<file path="src/rtl/encoder83_sync.sv">
// encoder83_sync: 8-to-3 priority encoder for asynchronous select lines.
// The lines are synchronized, optionally debounced, and the lowest active
// line is presented as a held code until the consumer acknowledges it.
// Only one code is issued per press: all lines must go inactive before
// another code can be accepted.
// Optional feature: define ENCODER83_DEBOUNCE_EN to compile in the
// DEBOUNCE state (snapshot + stability counter, length DEB_CYCLES).
// Without it, a code is accepted on the first synchronized active sample.
module encoder83_sync #(
    parameter int DEB_CYCLES = 4
) (
    input  logic       i_clk,
    input  logic       i_rst,
    input  logic [7:0] i_y,
    input  logic       i_opt,
    input  logic       i_ack,
    output logic [2:0] o_sel,
    output logic       o_valid,
    output logic       o_multi
);

    // Reject out-of-range debounce lengths at elaboration time
    if (DEB_CYCLES < 1 || DEB_CYCLES > 255) begin : g_bad_deb_cycles
        $error("encoder83_sync: DEB_CYCLES must be in 1..255");
    end

    localparam logic [1:0] IDLE     = 2'd0;
`ifdef ENCODER83_DEBOUNCE_EN
    localparam logic [1:0] DEBOUNCE = 2'd1;
    localparam logic [7:0] DEB_LAST = 8'(DEB_CYCLES - 1);
`endif
    localparam logic [1:0] VALID    = 2'd2;
    localparam logic [1:0] RELEASE  = 2'd3;

    // Index of the lowest set bit; 0 when nothing is set.
    function automatic logic [2:0] lowest_index(input logic [7:0] v);
        logic [2:0] idx;
        idx = 3'd0;
        for (int i = 7; i >= 0; i--) begin
            if (v[i]) idx = 3'(i);
        end
        return idx;
    endfunction

    // More than one bit set: clearing the lowest set bit leaves something.
    function automatic logic more_than_one(input logic [7:0] v);
        return (v & (v - 8'd1)) != 8'd0;
    endfunction

    logic [7:0] sync_p0;
    logic [7:0] sync_p1;
    logic [7:0] act;
    logic [1:0] state;
`ifdef ENCODER83_DEBOUNCE_EN
    logic [7:0] snapshot;
    logic [7:0] cnt;
`endif

    // Two-flop synchronizer; reset loads the "all lines inactive" level
    always_ff @(posedge i_clk) begin
        if (i_rst) begin
            sync_p0 <= {8{~i_opt}};
            sync_p1 <= {8{~i_opt}};
        end else begin
            sync_p0 <= i_y;
            sync_p1 <= sync_p0;
        end
    end

    // Normalize polarity so a set bit always means "line active"
    always_comb begin
        act = i_opt ? sync_p1 : ~sync_p1;
    end

    // Accept / hold / release state machine and the presented code
    always_ff @(posedge i_clk) begin
        if (i_rst) begin
            state    <= IDLE;
            o_valid  <= 1'b0;
            o_sel    <= 3'd0;
            o_multi  <= 1'b0;
`ifdef ENCODER83_DEBOUNCE_EN
            snapshot <= 8'd0;
            cnt      <= 8'd0;
`endif
        end else begin
            case (state)
                IDLE: begin
                    if (act != 8'd0) begin
`ifdef ENCODER83_DEBOUNCE_EN
                        state    <= DEBOUNCE;
                        snapshot <= act;
                        cnt      <= 8'd0;
`else
                        state    <= VALID;
                        o_valid  <= 1'b1;
                        o_sel    <= lowest_index(act);
                        o_multi  <= more_than_one(act);
`endif
                    end
                end
`ifdef ENCODER83_DEBOUNCE_EN
                DEBOUNCE: begin
                    if (act == 8'd0) begin
                        state <= IDLE;
                    end else if (act != snapshot) begin
                        // Pattern still moving: restart the stability count
                        snapshot <= act;
                        cnt      <= 8'd0;
                    end else if (cnt == DEB_LAST) begin
                        state   <= VALID;
                        o_valid <= 1'b1;
                        o_sel   <= lowest_index(snapshot);
                        o_multi <= more_than_one(snapshot);
                    end else if (cnt != 8'hFF) begin
                        cnt <= cnt + 8'd1;
                    end
                end
`endif
                VALID: begin
                    // Code stays frozen until acknowledged, whatever the lines do
                    if (i_ack) begin
                        state   <= RELEASE;
                        o_valid <= 1'b0;
                    end
                end
                RELEASE: begin
                    if (act == 8'd0) state <= IDLE;
                end
                default: state <= IDLE;
            endcase
        end
    end

endmodule

</file>
<file path="config.mk">
export PLATFORM = sky130hd
export DESIGN_NAME = encoder83_sync
export DESIGN_NICKNAME = d
export VERILOG_FILES = /design/src/rtl/encoder83_sync.sv
export SDC_FILE = /design/constraint.sdc
export NUM_CORES = 1
export LEC_CHECK = 0
export BUFFER_PORTS_ARGS = -buffer_cell sky130_fd_sc_hd__buf_2
export CAP_MARGIN = 40
export CORE_ASPECT_RATIO = 1.75
export CORE_MARGIN = 5
export CORE_UTILIZATION = 40
export DETAILED_ROUTE_END_ITERATION = 7
export SLEW_MARGIN = 5
export SYNTH_ARGS = -nofsm -noshare
export SYNTH_HDL_FRONTEND = slang
export SYNTH_SLANG_ARGS = --single-unit
</file>
<file path="constraint.sdc">
create_clock -name i_clk -period 1.9 [get_ports i_clk]
set_clock_uncertainty 0.2 [all_clocks]
set_input_delay 0.095 -clock i_clk [delete_from_list [all_inputs] [get_ports i_clk]]
set_output_delay 0.095 -clock i_clk [all_outputs]
set_load 0.03 [all_outputs]
</file>
======== Yosys cells after proc, flatten, opt, wreduce, memory -nomap -nowiden ========
Cells that the tools add are included.
word-level totals
  bits in registers ....................... 23
  output and inout bits ................... 5
  bits of input ports ..................... 12
  word-level logic and storage cells ...... 41
cells by class
  $add $sub $neg .......................... 1
  reductions and logical operators ........ 8
  equality and inequality tests ........... 5
  muxes and demuxes ....................... 18
  bitwise gates (word level) .............. 3
operator list
  operator                                           number
  2-to-1 mux 3 bit                                   8
  2-to-1 mux 8 bit                                   3
  nonzero test 8 bit                                 2
  bitwise AND 8 bit                                  1
  zero test 8 bit                                    1
  NOT 8 bit                                          1
  subtractor 8 x 1 -> 8 bit (second input constant)  1
  2-to-1 mux 2 bit                                   3
  != test 2 bit (second input constant)              3
  one-hot mux 2 bit (3 select lines)                 1
  AND reduction 3 bit                                2
  equality test 2 bit (second input constant)        2
  zero test 2 bit                                    1
  2-to-1 mux 1 bit                                   2
  one-hot mux 1 bit (2 select lines)                 1
  AND reduction 2 bit                                1
  nonzero test 2 bit                                 1
  NOT 1 bit                                          1

======== Longest topological paths before layout ========
  word-level depth ........................ 10
  mapped depth ............................ 6
  gate-level depth less buffers ........... 5

======== Worst setup path before layout ========
OpenSTA, ideal clock, no wires.
  path kind ............................... register to register
  start ................................... reg sync_p1[2]
  end ..................................... reg o_multi
  stages on the path, launching flop included .. 7
  period minus slack after synthesis ...... 1.710 ns
  arrival ................................. 1.378 ns
  setup slack ............................. 0.190 ns
  buffers on the path ..................... 1
  data required time ...................... 1.567 ns
  library setup time ...................... 0.133 ns
  path through ............................ dfxtp_1 -> buf_6 -> or3b_4 -> o22a_1 -> o21ai_0 -> a31o_1 -> a311oi_2
on the way
  cells in the longest elaborated chain, start to end .. 5
  elaborated cells on any way between the ends .. 7
  those cells by class .................... add/sub: 1; mux: 1; bitwise: 2; reduce/logical: 3
ends and longest elaborated chain
  element                    RTL line  RTL
  start: declaration         51        logic [7:0] sync_p1;
  start signal: assignment   63        sync_p1 <= {8{~i_opt}};
  start signal: assignment   66        sync_p1 <= sync_p0;
  NOT 8 bit                  72        act = i_opt ? sync_p1 : ~sync_p1;
  2-to-1 mux 8 bit *         72
  subtractor 8 x 1 -> 8 bit  47        return (v & (v - 8'd1)) != 8'd0;
  bitwise AND 8 bit          47
  nonzero test 8 bit         47
  end signal: assignment     98        o_multi <= more_than_one(act);
  end: declaration           19        output logic o_multi
Mark *: on every way between the ends. The rest lies on a longest branch, timed or not.
A chain may end at the register's enable or synchronous reset.

======== Worst setup path after layout ========
  start ................................... reg sync_p1[1]
  end ..................................... reg o_multi
Same word-level chain as after synthesis.

==> impl_summary.log <==
[metrics] CP endpoint kind: register
[metrics] r2r endpoint: o_multi$_SDFFE_PP0P_
[metrics] RSZ-0062 raised after global routing: false
[metrics] final period demand of the worst path: 1780 ps
[metrics] clk sink count: 23
[metrics] Clock Tree Root: clkbuf_8
[metrics] Post-Synthesis Net Count: 141
[metrics] post-synthesis sequential area ratio: 0.413
[metrics] critical path class: reg -> reg
[metrics] number of distinct standard cells referenced by the synthesized netlist: 41
[metrics] leftover overflow at the end of global routing: 0
[metrics] Filler Cells Inserted: 283
[metrics] full die area: 3980 um2
[metrics] transition at the pin with the smallest max-transition slack: 409 ps
[metrics] maximum VDD drop: 512 uV
[metrics] maximum clock rate: 562 MHz
[metrics] count of final max-slew check failures: 0
[metrics] minimum setup slack among reg-to-reg paths: 120 ps
[metrics] average routed wire per standard cell: 13.2 um
[metrics] #FFs+latches synth: 23
[metrics] total global routing track utilization: 0.135
[metrics] Inserted Clock Buffers: 3
[metrics] most common library cell in the layout ignoring fill and taps: dfxtp_1
[metrics] number of enable flip-flop cells after synthesis: 0
[metrics] Post-Syn Area: 1110 um2
[metrics] die height: 79.8 um
[metrics] most frequent cells in the layout: dfxtp_1 (20), buf_2 (16), inv_1 (14)
[metrics] Async S/R FF share, synth: 0
[metrics] Syn Inst Count: 129
[metrics] share of total power in the clock network: 0.279
[metrics] Comb power frac: 0.205
[metrics] tightest slew margin relative to the limit: 0.725
[metrics] wire length of the first global-routing pass: 4.37 mm
[metrics] cell depth of the worst min-delay path: 2
[metrics] DRC violations left: 0
[metrics] Startpoint Class: register
[metrics] multi-input gate area in the final layout: 572 um2
[metrics] CTS H-tree depth: 1
[metrics] Ports: 17
[metrics] hold crit path type: in -> reg
[metrics] Synth Flop Type: dfxtp_1
[metrics] Syn. warnings: 0
[metrics] per-instance average area after synthesis: 8.63 um2
[metrics] count of cells along the worst register-to-register path: 5
[metrics] Rows: 25
[metrics] overall power of the completed layout: 1.08 mW
[metrics] Data arrival, critical path: 1760 ps
[metrics] number of vias per cell: 5.45
[metrics] Pre-Repair DR Iteration Count: 4
[metrics] HPWL reported at the end of detailed placement: 1.80 mm
[metrics] via count: 1003
[metrics] endpoints failing hold: 0
[metrics] antenna diode count: 0
[metrics] Period Utilization, post-route: 0.937
[metrics] horizontal die dimension: 49.9 um
[metrics] pin count of the biggest net entering global routing: 26
[metrics] Initial Util: 0.414
[metrics] DRT met1 WL: 996 um
[metrics] initial antenna violation count: 0
[metrics] Sw Share: 0.284
[metrics] maximum clock insertion buffer count: 2
[metrics] number of global-route vias before repair: 1062
[metrics] maximum fanout along the worst path: 7
[metrics] portion of total power attributed to sequential cells: 0.515
[metrics] setup TNS: 0 ps
[metrics] clock latency at the later pin of the worst-skew pair: 260 ps
[metrics] leakage power: 0.592 nW
[metrics] result of the run: finished, final reports clean
[metrics] power dissipated by switching net loads: 0.307 mW
[metrics] DRC violation total after the first TritonRoute iteration: 16
[metrics] total setup violations reported at the end of the flow: 0
[metrics] clock input transition at the sequential cells of the worst setup and hold paths: 80 ps
[metrics] required time reported for the critical path endpoint: 1880 ps
[metrics] worst hold endpoint: o_sel[1]$_SDFFE_PP0P_
[metrics] Synth-to-Final Area Change: 23.8%
[metrics] floorplan core area: 2690 um2
[metrics] critical register-to-register path startpoint: sync_p1[1]$_DFF_P_
[metrics] uppermost routed layer: met4
[metrics] startpoint of the lowest-slack hold path: i_rst
[metrics] remaining antenna violation count after routing: 0
[metrics] routability congestion estimate from global placement: 0.881
[metrics] detailed route wirelength on metal3: 81 um
[metrics] Buffers on Ports: 16
[metrics] combined flip-flop and latch cell area: 464 um2
[metrics] total wire length: 2.43 mm
[metrics] TritonCTS clock tree: yes
[metrics] Max Cap Viol: 0
[metrics] detailed route wirelength on metal2: 1.31 mm
[metrics] internal power summed over all cells: 0.777 mW
[metrics] number of nets at the end of the flow: 170
[metrics] ratio of total power to cell area: 786 nW/um2
[metrics] fraction of layout instances using a drive strength above 1: 0.229
[registers in the layout, indices dropped and copies added, names as in the netlist]
register / flops
sync_p0: 8
sync_p1: 8
o_valid: 1
o_multi: 1
o_sel: 3
state: 2
[metal layers]
layer | up-vias | GRT usage
met5 | - | 0
met4 | 0 | 0.0604
met3 | 4 | 0.0280
met2 | 19 | 0.249
met1 | 466 | 0.142
li1 | 514 | -
[Yosys cell counts (2+ instances only)]
cell type / count / area, um2
a21oi_1: 10 / 50.1
a211oi_1: 2 / 15.0
clkbuf_1: 4 / 15.0
maj3_1: 2 / 20.0
o21ai_0: 14 / 70.1
nand2_1: 5 / 18.8
nor2_1: 10 / 37.5
nor3_1: 3 / 15.0
o211ai_1: 2 / 15.0
o21a_1: 9 / 67.6
or2_2: 2 / 12.5
dfxtp_1: 23 / 460
inv_1: 14 / 52.6
a2111oi_0: 2 / 17.5
[kinds of logic (layout without fill, tap and decap cells)]
logic type                 Yosys count  after routing  synth area share
buffers and inverters               20             48            0.0753
and+or+nand+nor                     30             30             0.149
AOI/OAI and AO/OA                   53             53             0.335
muxes                                1              1           0.00899
adders and majority gates            2              2            0.0180
DFF                                 23             23             0.413
[power groups by stage]
stage | registers, mW | clock network [mW] | logic, mW
2_1_floorplan | 0.577 | 0 | 0.136
3_3_place_gp | 0.566 | 0 | 0.203
3_5_place_dp | 0.568 | 0 | 0.207
4_1_cts | 0.557 | 0.312 | 0.222
5_1_grt | 0.565 | 0.336 | 0.250
6_report | 0.559 | 0.303 | 0.222
[metrics by stage]
stage          std cells  cell area [um2]  utilization  worst slack, ps  hold slack (ps)
6_report             184             1380        0.513              120             38.0
5_1_grt              184             1380        0.513             31.9             74.7
4_1_cts              184             1370        0.510             65.1             44.3
3_5_place_dp         171             1230        0.459             84.2              118
3_3_place_gp         171             1230        0.459              138              107
2_1_floorplan        129             1110            -              190             19.1
[repair_timing]
action	in CTS	in global routing
hold endpoints to repair	10	0
buffers inserted	0	0
hold buffers	9	0
gates resized for setup	0	6
setup endpoints to repair	0	3
[worst max path at each step]
stage / from / end / slack (ps) / cells after the start
3_5_place_dp: sync_p1[4]$_DFF_P_ / o_multi$_SDFFE_PP0P_ / 80 / 5
6_report: sync_p1[1]$_DFF_P_ / o_multi$_SDFFE_PP0P_ / 120 / 5
3_3_place_gp: sync_p1[3]$_DFF_P_ / o_multi$_SDFFE_PP0P_ / 140 / 5
5_1_grt: sync_p1[1]$_DFF_P_ / o_multi$_SDFFE_PP0P_ / 30 / 5
2_1_floorplan: sync_p1[2]$_DFF_P_ / o_multi$_SDFFE_PP0P_ / 190 / 6
4_1_cts: sync_p1[4]$_DFF_P_ / o_multi$_SDFFE_PP0P_ / 70 / 5
[final cells by class]
cell class | count | share of cell area
Multi-Input combinational cell | 86 | 0.415
Sequential cell | 23 | 0.337
Timing Repair Buffer | 30 | 0.151
Inverter | 14 | 0.0381
Clock buffer | 3 | 0.0299
Tap cell | 27 | 0.0245
Clock inverter | 1 | 0.00544
[critical path, stage by stage, from the launching register on]
cell      delay [ps]
dfxtp_1          450
nand2_1          180
nor3b_2          260
o21ai_0          100
o2111a_1         260
a311oi_2         240
Note: power is estimated with default switching activity, not from simulation.
